[src/rtl/stream_demux.sv]
// Registered 1-to-N stream demultiplexer.
// Each input beat is routed by io_in_dest into a one-entry holding slot for
// that output. Every slot drains independently under its own handshake, and a
// slot may be drained and refilled in the same cycle.
module stream_demux #(
    parameter int W = 8,
    parameter int N = 4
) (
    input  logic         clk,
    input  logic         reset,
    input  logic         io_in_valid,
    output logic         io_in_ready,
    input  logic [W-1:0] io_in_bits,
    input  logic [1:0]   io_in_dest,
    output logic         io_out_0_valid,
    input  logic         io_out_0_ready,
    output logic [W-1:0] io_out_0_bits,
    output logic         io_out_1_valid,
    input  logic         io_out_1_ready,
    output logic [W-1:0] io_out_1_bits,
    output logic         io_out_2_valid,
    input  logic         io_out_2_ready,
    output logic [W-1:0] io_out_2_bits,
    output logic         io_out_3_valid,
    input  logic         io_out_3_ready,
    output logic [W-1:0] io_out_3_bits,
    output logic         io_fire,
    output logic [7:0]   io_count
);

    // Per-slot occupancy and payload, plus the accepted-beat counter.
    logic [N-1:0] full_r;
    logic [W-1:0] data_r [N];
    logic [7:0]   cnt_r;

    logic [N-1:0] out_ready_s;
    logic [N-1:0] load_s;
    logic [N-1:0] drain_s;
    logic         in_ready_s;
    logic         fire_s;

    assign out_ready_s = {io_out_3_ready, io_out_2_ready, io_out_1_ready, io_out_0_ready};

    // Input acceptance, per-slot load select and per-slot drain detection.
    always_comb begin
        in_ready_s = 1'b0;
        fire_s     = 1'b0;
        load_s     = {N{1'b0}};
        drain_s    = full_r & out_ready_s;
        if (reset) begin
            // Nothing is accepted while the block is held in reset.
            in_ready_s = 1'b0;
        end else begin
            // A full slot can still take a beat if its consumer drains it this cycle.
            in_ready_s = !full_r[io_in_dest] | out_ready_s[io_in_dest];
        end
        fire_s = io_in_valid & in_ready_s;
        if (fire_s) begin
            load_s[io_in_dest] = 1'b1;
        end else begin
            load_s = {N{1'b0}};
        end
    end

    // Slot state: a load wins over a drain on the same slot; other slots drain in parallel.
    always_ff @(posedge clk or posedge reset) begin
        if (reset) begin
            full_r <= {N{1'b0}};
            for (int k = 0; k < N; k++) begin
                data_r[k] <= {W{1'b0}};
            end
        end else begin
            for (int k = 0; k < N; k++) begin
                if (load_s[k]) begin
                    full_r[k] <= 1'b1;
                    data_r[k] <= io_in_bits;
                end else if (drain_s[k]) begin
                    full_r[k] <= 1'b0;
                end
            end
        end
    end

    // Free-running count of accepted input beats, wrapping modulo 256.
    always_ff @(posedge clk or posedge reset) begin
        if (reset) begin
            cnt_r <= 8'd0;
        end else if (fire_s) begin
            cnt_r <= cnt_r + 8'd1;
        end
    end

    assign io_in_ready    = in_ready_s;
    assign io_fire        = fire_s;
    assign io_count       = cnt_r;
    assign io_out_0_valid = full_r[0];
    assign io_out_1_valid = full_r[1];
    assign io_out_2_valid = full_r[2];
    assign io_out_3_valid = full_r[3];
    assign io_out_0_bits  = data_r[0];
    assign io_out_1_bits  = data_r[1];
    assign io_out_2_bits  = data_r[2];
    assign io_out_3_bits  = data_r[3];

endmodule

[config.mk]
export PLATFORM = sky130hd
export DESIGN_NAME = stream_demux
export DESIGN_NICKNAME = d
export VERILOG_FILES = /design/src/rtl/stream_demux.sv
export SDC_FILE = /design/constraint.sdc
export NUM_CORES = 1
export LEC_CHECK = 0
export CORE_MARGIN = 3
export CORE_UTILIZATION = 44
export DETAILED_ROUTE_END_ITERATION = 6
export PLACE_DENSITY = 0.76
export SLEW_MARGIN = 20
export SYNTH_ARGS = -nofsm -noshare
export SYNTH_HDL_FRONTEND = slang
export SYNTH_SLANG_ARGS = --single-unit
export TNS_END_PERCENT = 50
[constraint.sdc]
create_clock -name clk -period 2.35 [get_ports clk]
set_clock_uncertainty 0.15 [all_clocks]
set_input_delay 0.5875 -clock clk [delete_from_list [all_inputs] [get_ports clk]]
set_output_delay 0.5875 -clock clk [all_outputs]
set_load 0.01 [all_outputs]
=== Word-level counts from Yosys, hierarchy flattened ===
Index checks and enable logic that the tools add are counted.

* Register bits: 44
* Bits in latches: 0
* RAM bits: 0
* Memory bits (read-only): 0
* Word-level logic and storage cells: 37
* Memories kept: 0

* Add/subtract/negate cells: 1
* Multipliers: 0
* Div/mod/pow operators: 0
* $lt $le $gt $ge: 2
* Equality and inequality tests: 0
* Shift operators: 0
* Mux-type cells: 16
* Bitwise operators: 3
* Reductions and logical operators: 6

{| class="wikitable"
|+ Operators by type and width
! cell !! number
|-
| $mux 1 || 12
|-
| $add 8x1->8 const B || 1
|-
| $reduce_bool 2->1 || 4
|-
| $and 4x4->4 || 1
|-
| $bmux 1 s2 || 2
|-
| $mux 4 || 1
|-
| $lt 2x3->1 const B || 1
|-
| $demux 1 s2 || 1
|-
| $ge 2x1->1 const B || 1
|-
| $and 1x1->1 || 1
|-
| $logic_and 1x1->1 || 1
|-
| $logic_not 1->1 || 1
|-
| $or 1x1->1 || 1
|}

=== Logic depth before layout (Yosys ltp) ===
Gate-level depths: netlist of run 1.

* Depth in word-level cells: 8
* Mapped depth: 5
* Depth with buffers taken out: 4

=== Worst setup path after synthesis of run 1 ===
OpenSTA, ideal clock, no wires.

* Kind: input to register
* Start: input port reset
* End: register data_r (netlist bit io_out_0_bits[0])
* Setup time: 125 ps
* Arrival: 2267 ps
* Data required time: 2075 ps
* Setup slack: -192 ps
* Stages: 4
* Buffers on the path: 0
* Path through: inv_2 > nand2_1 > nor4_4 > mux2_2

* Longest elaborated chain between the ends: 3

{| class="wikitable"
|+ RTL lines
! element !! line !! source
|-
| from (decl) || 10 || <nowiki>input logic reset,</nowiki>
|-
| $mux 1 || 50 || <nowiki>if (reset) begin</nowiki>
|-
| $and 1x1->1 || 57 || <nowiki>fire_s = io_in_valid & in_ready_s;</nowiki>
|-
| $mux 4 || 58 || <nowiki>if (fire_s) begin</nowiki>
|-
| to (signal, indexed assignment) || 70 || <nowiki>data_r[k] <= {W{1'b0}};</nowiki>
|-
| to (signal, indexed assignment) || 76 || <nowiki>data_r[k] <= io_in_bits;</nowiki>
|-
| to (decl) || 33 || <nowiki>logic [W-1:0] data_r [N];</nowiki>
|}

Every way passes these cells.
A chain may end at the register's enable or synchronous reset.

=== Worst setup path after layout of run 1 ===
* Start: input port io_out_3_ready
* End: output port io_fire

* Longest elaborated chain between the ends: 5

{| class="wikitable"
|+ RTL lines
! element !! line !! source
|-
| from (decl) || 25 || <nowiki>input logic io_out_3_ready,</nowiki>
|-
| $bmux 1 s2 || 55 || <nowiki>in_ready_s = !full_r[io_in_dest] | out_ready_s[io_in_dest];</nowiki>
|-
| $mux 1 (not written as such) || 55 ||
|-
| $or 1x1->1 || 55 ||
|-
| $mux 1 || 50 ||
|-
| $and 1x1->1 || 57 ||
|-
| to (decl) || 27 || <nowiki>output logic io_fire,</nowiki>
|}

Every way passes these cells. The select of a mux whose other input is x is not followed.

==> flow_summary.json, run 1 <==
{
  "syn_nets": 140,
  "drt_iter0_drc": 39,
  "core_um2": 3770,
  "fmax_mhz": 416,
  "wirelength_mm": 4.61,
  "peakVddDrop_mv": 0.626,
  "clock_latency_ps": 290,
  "overflow": 0,
  "dpl-instance-area_um2": 2580,
  "ys.flop_type": "dfrtp_1",
  "dieHeight_um": 69.7,
  "slew-limit-headroom_pct": 63.9,
  "maxCapViolations": 0,
  "critPathLaunch": "io_out_3_ready",
  "cts_root_buffer": "clkbuf_8",
  "final.hold.worst_slack_ps": 357,
  "clkSinkCount": 44,
  "vias_per_cell": 5.03,
  "hold_start": "io_out_3_bits[3]",
  "synth_top_cell_by_area": "dfrtp_1",
  "critPathMaxFanout": 2,
  "async_reset_ff_share_pct": 100,
  "cts_tree": "yes",
  "violations": "negative setup slack",
  "busiest_layer": "met2",
  "setup_viol": 1,
  "crit_chain": "clkdlybuf4s15_2, nor2b_4, mux4_2, buf_6, nor2_4, buf_6",
  "multi_input_area_um2": 708,
  "synthTopCellsByCount": "dfrtp_1 (44), mux2_2 (32), xor2_1 (7)",
  "globalRouteMet2Util_pct": 30.5,
  "yosys_warnings": 0,
  "avgSynthCellArea_um2": 14.6,
  "vias": 1359,
  "critical_path.max_stage_delay_ps": 500,
  "grt_pass1_vias": 1479,
  "clk_pin_slew_ps": 80,
  "required_ps": 1610,
  "num_io_pins": 63,
  "rr_worst_depth": 10,
  "cp_common_cell": "buf_6",
  "yosysUniqueCellTypes": 22,
  "tightest_slew_ps": 542,
  "die_w_um": 69.7,
  "wire_per_inst_um": 17.1,
  "fin_crit_ps": 2400,
  "worstPathArrival_ps": 1660,
  "rows": 22,
  "setup_ws_ps": -51.3,
  "cts-htree-levels": 2,
  "regArea_um2": 1100,
  "grt.total_usage_pct": 18.6,
  "rsz0062_at_grt": "yes",
  "fillers": 240,
  "met1_usage_pct": 24.6,
  "report.power.total_mw": 2.68,
  "worst_setup_path_start_kind": "primary input",
  "area_delta_synth_final_pct": 63.8,
  "yosysMostFrequentCell": "dfrtp_1",
  "min_path_cells": 1,
  "r2r_end": "io_out_2_bits[1]",
  "r2r_start": "full_r[2]",
  "place.gp.congestion": 0.833,
  "end_kind": "output port",
  "slowest_stage": "mux4_2",
  "cts_made_buffers": 5,
  "drv_slew": 0,
  "initial_core_util_pct": 47.3,
  "min_path_type": "register to register",
  "syn_area_um2": 1780,
  "grtUsageMet3_pct": 6.38,
  "report.final.hold_viol_count": 0,
  "fin_nets": 239,
  "port_buffers": 62,
  "r2r_slack_ps": 90,
  "hold_path_end": "io_out_3_bits[3]",
  "crit_type": "primary input to output port",
  "cts_buffer_depth": 2,
  "cts_hold_buf": 0,
  "ys_top_cells_by_area": "dfrtp_1 (62%), mux2_2 (20%), xor2_1 (3.4%)",
  "leakagePower_nw": 1.33,
  "drc_errors": 0,
  "fin_area_um2": 2920,
  "antenna_cells": 0,
  "dpl.hpwl_mm": 2.99,
  "powerDensity_nw_per_um2": 917,
  "grt_max_degree": 45,
  "antenna_found_initial": 0,
  "grt_pass1_wl_mm": 7.27,
  "final_layout_size_suffix_gt1_share_pct": 40.5,
  "synth_cells": 122,
  "finalCritPeriodShare_pct": 102,
  "synth_edf_count": 0,
  "ant_nets": 0,
  "die_area_um2": 4850,
  "netlist.area_leader.share_pct": 61.8,
  "status": "finished with violations",
  "ys_ff_latch": 44,
  "ys_seq_area_share_pct": 61.8,
  "first_pass_iters": 4
}
## registers in the layout (all words and copies together) (netlist names)
signal and count:
full_r 4, io_out_1_bits 8, io_count 8, io_out_0_bits 8, io_out_3_bits 8, io_out_2_bits 8
## cell usage in the layout (no fill, tap or decap), drive strengths merged
| cell type | Yosys | final |
|---|---|---|
| nand4 | 1 | 1 |
| clkbuf | 2 | 8 |
| ha | 1 | 1 |
| or2 | 2 | 2 |
| inv | 1 | 1 |
| dlygate4sd2 | 0 | 1 |
| nor3 | 4 | 4 |
| nand4b | 1 | 1 |
| clkdlybuf4s15 | 0 | 2 |
| buf | 1 | 35 |
| clkdlybuf4s50 | 0 | 54 |
| nand2b | 2 | 2 |
| nor2b | 5 | 5 |
| nand3 | 5 | 5 |
| xor2 | 7 | 7 |
| nor2 | 3 | 3 |
| nand2 | 6 | 6 |
| mux2 | 33 | 33 |
| nor4 | 3 | 3 |
| bufinv | 0 | 3 |
| dfrtp | 44 | 44 |
| mux4 | 1 | 1 |
## critical path, delay by kind of cell
family	cells	cell delay [ps]
muxes	1	500
and+or+nand+nor	2	130
buffers and inverters	3	460
## final cells by class
class | count | area share (%)
clock buffer | 5 | 2.36
clock inverter | 3 | 3.08
timing repair buffer | 95 | 30.3
inverter | 1 | 0.214
multi-input combinational | 74 | 24.3
tap | 48 | 2.06
sequential | 44 | 37.7
## layer usage
layer	share of wire, %	vias to the layer above
met5	0	-
met4	0.35	0
met3	8.1	2
met2	50	59
met1	42	672
li1	-	626
## cell families (layout without fill, tap and decap cells)
logic type / after synthesis / count (layout) / share of synthesized area, %
xor+xnor: 7 / 7 / 3.44
fa+ha+maj: 1 / 1 / 0.702
buf+inv: 4 / 104 / 1.26
flops: 44 / 44 / 61.8
mux: 34 / 34 / 22.1
simple gates: 32 / 32 / 10.7
## power by group
| group | leakage [nW] | switching [mW] | internal, mW | total, mW |
|---|---|---|---|---|
| sequential | 0.538 | 0.141 | 0.940 | 1.08 |
| clock | 0.0784 | 0.247 | 0.531 | 0.779 |
| combinational | 0.708 | 0.307 | 0.511 | 0.817 |
## what timing repair did
item,CTS,global route
setup buffers,14,4
endpoints found under the setup margin,2,18
pin swaps,1,3
cloned,0,2
resized for setup,26,14
## stage by stage
| stage | utilization [%] | std cells | TNS, ps | worst slack [ps] |
|---|---|---|---|---|
| floorplan | - | 122 | 0 | 89.8 |
| global placement | 68.4 | 245 | -2680 | -687 |
| detailed placement | 68.4 | 245 | -3430 | -728 |
| CTS | 75.5 | 267 | -66.7 | -59.7 |
| global route | 77.4 | 270 | -89.4 | -84.4 |
| finish | 77.4 | 270 | -51.3 | -51.3 |
## worst max path at each step
| stage | endpoint | slack, ps | depth (start not counted) |
|---|---|---|---|
| finish | io_fire | -50 | 6 |
| detailed placement | io_fire | -730 | 4 |
| floorplan | io_out_0_bits[0] | 90 | 4 |
| CTS | io_fire | -60 | 5 |
| global route | io_fire | -80 | 5 |
| global placement | io_fire | -690 | 4 |
Note: power is estimated with default switching activity, not from simulation.
==> inputs of run 2 (changes only) <==
REMOVE_ABC_BUFFERS = 1   (was not set)
==> run 2 against run 1 <==
Compared with the run above:
- sequential cell count unchanged
- worst hold slack got worse by 25 ps
- non-clock buffer count decreased by 12
- cell count shrank 4.4%
- register-to-register slack gained 150 ps
- global-route usage shrank 0.47 points
- maximum frequency barely moved
- the run still ends with negative setup slack left
- die area stayed put
- clock-buffer cell count rose by 2
- first-iteration DRC count rose by 41%
- via count down 4.6%
==> flow_summary.json, run 2 (synthesis results as in run 1) <==
{
  "clock_latency_ps": 290,
  "maxCapViolations": 0,
  "required_ps": 1610,
  "most-common-layout-cells": "clkdlybuf4s50_1 (54), dfrtp_1 (44), mux2_2 (32), buf_4 (19), xor2_1 (7)",
  "p_sw_share_pct": 28.6,
  "dpl.hpwl_mm": 3.05,
  "final.hold.worst_slack_ps": 332,
  "final_layout_size_suffix_gt1_share_pct": 36.7,
  "rr_worst_depth": 8,
  "slew-limit-headroom_pct": 63.9,
  "ant_nets": 0,
  "m1WireLength_mm": 1.71,
  "dieHeight_um": 69.7,
  "status": "finished with violations",
  "drv_slew": 0,
  "peakVddDrop_mv": 0.476,
  "setup_viol": 1,
  "fin_area_um2": 2730,
  "crit_type": "primary input to output port",
  "fmax_mhz": 417,
  "critPathMaxFanout": 2,
  "wl_met3_um": 360,
  "dpl-instance-area_um2": 2580,
  "die_w_um": 69.7,
  "cts-htree-levels": 2,
  "r2r_end": "io_count[1]",
  "cp-endpoint": "io_fire",
  "die_area_um2": 4850,
  "power_frac_clock_pct": 20.3,
  "violations": "negative setup slack",
  "r2r_slack_ps": 240,
  "cts_made_buffers": 5,
  "r2r_start": "full_r[3]",
  "worst_setup_path_start_kind": "primary input",
  "first_pass_iters": 4,
  "cp_common_cell": "buf_6",
  "setup_ws_ps": -50.7,
  "num_io_pins": 63,
  "report.final.hold_viol_count": 0,
  "cts_root_buffer": "clkbuf_8",
  "antenna_found_initial": 0,
  "drt_iter0_drc": 55,
  "grt_pass1_wl_mm": 6.87,
  "pre_cts_slack_ps": -714,
  "worstPathArrival_ps": 1660,
  "antenna_cells": 0,
  "vias": 1297,
  "grt_pass1_vias": 1376,
  "tightest_slew_ps": 542,
  "place.gp.congestion": 0.871,
  "port_buffers": 62,
  "leakagePower_nw": 1.21,
  "highest_layer": "met4",
  "wire_per_inst_um": 16.1,
  "wirelength_mm": 4.17,
  "clk_pin_slew_ps": 70,
  "min_path_type": "register to register",
  "finalCritPeriodShare_pct": 102,
  "end_kind": "output port",
  "clkSinkCount": 44,
  "switchingPower_mw": 0.670,
  "cts_buffer_depth": 2,
  "core_um2": 3770,
  "final_core_util_pct": 72.4,
  "overflow": 0,
  "power_frac_seq_pct": 46.1,
  "initial_core_util_pct": 47.3,
  "vias_per_cell": 5.03,
  "critPathLaunch": "io_out_3_ready",
  "slowest_stage": "mux4_2",
  "finalSetupTns_ps": -50.7,
  "p_int_mw": 1.67,
  "powerDensity_nw_per_um2": 857,
  "critical_path.max_stage_delay_ps": 480,
  "detailroute.wirelength.met2_mm": 2.08,
  "fin_nets": 227,
  "grt_max_degree": 45,
  "final_common_cell": "clkdlybuf4s50_1",
  "area_delta_synth_final_pct": 53.1,
  "rows": 22,
  "drc_errors": 0,
  "rsz0062_at_grt": "yes",
  "combPwrFrac_pct": 33.6,
  "cts_tree": "yes",
  "fin_crit_ps": 2400,
  "grt.total_usage_pct": 18.1,
  "crit_chain": "clkdlybuf4s15_2, nor2b_4, mux4_2, buf_6, nor2_4, buf_6"
}
## run 2: cell type report
type	count	area, um2
clock inverter	1	7.51
tap	48	60.1
sequential	44	1100
inverter	1	3.75
fill	273	1040
timing repair buffer	83	783
multi-input combinational	74	687
clock buffer	7	86.3
## run 2: worst min-delay path by stage
stage	end	from	depth (start not counted)
floorplan	io_count[7]	io_count[7]	1
global placement	io_count[7]	io_count[7]	1
detailed placement	io_count[7]	io_count[7]	1
CTS	io_count[7]	io_count[7]	1
global route	io_count[7]	io_count[7]	1
finish	io_count[7]	io_count[7]	1
## run 2: stage by stage
| stage | cells | total power, mW |
|---|---|---|
| after floorplan | 119 | 1.37 |
| after global placement | 245 | 1.85 |
| after detailed placement | 245 | 1.88 |
| after CTS | 257 | 2.36 |
| after global routing | 258 | 2.48 |
| final | 258 | 2.34 |
## run 2: timing repair
| item | CTS | global route |
|---|---|---|
| pin swaps | 1 | 1 |
| setup buffers | 4 | 1 |
| hold buffers | 0 | 0 |
| gates cloned | 0 | 0 |
| gates resized for setup | 33 | 2 |
| setup endpoints to repair | 2 | 1 |
| endpoints found under the hold margin | 0 | 0 |
## run 2: power by group through the flow
| stage | registers [mW] | clock network, mW | logic, mW |
|---|---|---|---|
| floorplan | 1.16 | 0 | 0.213 |
| global placement | 1.08 | 0 | 0.769 |
| detailed placement | 1.10 | 0 | 0.785 |
| CTS | 1.08 | 0.489 | 0.794 |
| global route | 1.11 | 0.529 | 0.842 |
| finish | 1.08 | 0.475 | 0.785 |
## run 2: worst max-delay path: cells and delay by family
kind,cells,cell delay [ps]
multiplexers,1,480
AND/OR/NAND/NOR,2,130
buffers and inverters,3,460
## run 2: routing by layer
| metal | vias to the layer above | global-route usage [%] |
|---|---|---|
| met3 | 2 | 8.12 |
| met4 | 0 | 3.83 |
| met1 | 635 | 21.8 |
| met5 | - | 0 |
| li1 | 607 | - |
| met2 | 53 | 30.2 |
==> inputs of run 3 (changes only) <==
CORE_UTILIZATION = 46   (was 44)
DONT_BUFFER_PORTS = 1   (was not set)
PLACE_DENSITY = 0.66   (was 0.76)
==> run 3 against run 2 <==
Compared with the run above:
- the flow now finishes without violations
- maximum frequency grew 2.8%
- worst hold slack lost 170 ps
- global-route usage shrank 1.9 points
- sequential power grew 11%
==> flow_summary.json, run 3 (synthesis results as in run 1) <==
{
  "antenna_cells": 0,
  "min_path_type": "primary input to asynchronous set/reset pin",
  "most-common-layout-cells": "dfrtp_1 (44), mux2_2 (32), buf_4 (9), xor2_1 (7), nand2_1 (6)",
  "dieHeight_um": 68.3,
  "grt_max_degree": 45,
  "rows": 21,
  "setup_viol": 0,
  "stdcell_count": 182,
  "finalCritPeriodShare_pct": 99.3,
  "drv_slew": 0,
  "drt_iter0_drc": 89,
  "first_pass_iters": 6,
  "clk_pin_slew_ps": 80,
  "final_layout_size_suffix_gt1_share_pct": 41.9,
  "die_w_um": 68.3,
  "fin_nets": 153,
  "required_ps": 1610,
  "die_area_um2": 4660,
  "num_io_pins": 63,
  "critPathMaxFanout": 3,
  "clock_latency_ps": 280,
  "port_buffers": 0,
  "wirelength_mm": 3.49,
  "end_kind": "output port",
  "grt.total_usage_pct": 16.2,
  "fin_crit_ps": 2330,
  "r2r_end": "io_count[5]",
  "rsz0062_at_grt": "yes",
  "dpl.hpwl_mm": 2.62,
  "fin_area_um2": 2010,
  "leakagePower_nw": 0.909,
  "cp_top_family": "multiplexers",
  "wire_per_inst_um": 19.2,
  "place.gp.congestion": 0.708,
  "tightest_slew_ps": 542,
  "status": "complete, no violations",
  "r2r_start": "full_r[3]",
  "initial_core_util_pct": 50.6,
  "cp.buffers_inverters": 0,
  "antenna_found_initial": 0,
  "ant_nets": 0,
  "slew-limit-headroom_pct": 63.9,
  "finalSetupTns_ps": 0,
  "fmax_mhz": 428,
  "grt_pass1_vias": 1058,
  "report.final.hold_viol_count": 0,
  "cts_buffer_depth": 2,
  "r2r_slack_ps": 290,
  "maxCapViolations": 0,
  "place_inst": 173,
  "grt_pass1_wl_mm": 5.38,
  "crit_type": "register to output port",
  "dpl-instance-area_um2": 1880,
  "clkSinkCount": 44,
  "worst_setup_path_start_kind": "register",
  "overflow": 0,
  "cts-htree-levels": 2,
  "core_um2": 3520,
  "vias": 992,
  "area_delta_synth_final_pct": 12.8,
  "cts_hold_buf": 0,
  "cts_made_buffers": 5,
  "vias_per_cell": 5.45,
  "peakVddDrop_mv": 0.458,
  "cts_tree": "yes",
  "cts_root_buffer": "clkbuf_8",
  "final_common_cell": "dfrtp_1",
  "drc_errors": 0,
  "crit_chain": "nor2b_1, mux4_2, nor2_4",
  "rr_worst_depth": 5,
  "slowest_stage": "mux4_2",
  "worstPathArrival_ps": 1600,
  "powerDensity_nw_per_um2": 993,
  "critical_path.max_stage_delay_ps": 540
}
## run 3: worst max path at each step
stage | start | endpoint | cells after the start
after floorplan | reset | io_out_0_bits[0] | 4
after global placement | io_out_0_ready | io_fire | 3
after detailed placement | io_out_0_ready | io_fire | 3
after CTS | full_r[3] | io_fire | 3
after global routing | full_r[2] | io_fire | 3
final | full_r[3] | io_fire | 3
## run 3: area by class of cell
class                   instances  area, um2
clock buffers                   6       72.6
clock inverters                 2       35.0
fillers                       287       1510
inverters                       1       3.75
multi-input cells              74        674
flip-flops and latches         44       1100
well taps                      46       57.6
repair buffers                  9       67.6
## run 3: power breakdown
group          internal [mW]  switching (mW)  total, mW
clock network          0.315           0.231      0.546
logic                  0.152           0.105      0.257
registers              0.940           0.255       1.20
## run 3: routing by layer
| metal | wire [um] | up-vias | global-route usage [%] | part of all wire, % |
|---|---|---|---|---|
| li1 | - | 449 | - | - |
| met5 | 0 | - | 0 | 0 |
| met1 | 1360 | 494 | 20.3 | 39 |
| met2 | 1740 | 47 | 24.5 | 50 |
| met4 | 19 | 0 | 6.70 | 0.54 |
| met3 | 374 | 2 | 7.06 | 11 |
## run 3: through the flow
stage	setup WS (ps)	util, %	power, mW	hold slack [ps]
floorplan	-192	-	1.37	354
global placement	157	53.4	1.45	373
detailed placement	126	53.4	1.47	392
CTS	-3.23	57.1	2.03	184
global route	-43.2	57.1	2.13	205
finish	15.4	57.1	2.00	162
## run 3: worst register-to-register path, delay by kind of cell, from the launching register on
family / cells / cell delay, ps
xor+xnor: 1 / 180
buf+inv: 1 / 190
flops: 1 / 440
mux: 1 / 540
simple gates: 2 / 500
## run 3: repair_timing
item,in CTS,in global routing
gates resized for setup,4,0
endpoints found under the hold margin,0,0
endpoints found under the setup margin,2,2
setup buffers,1,0
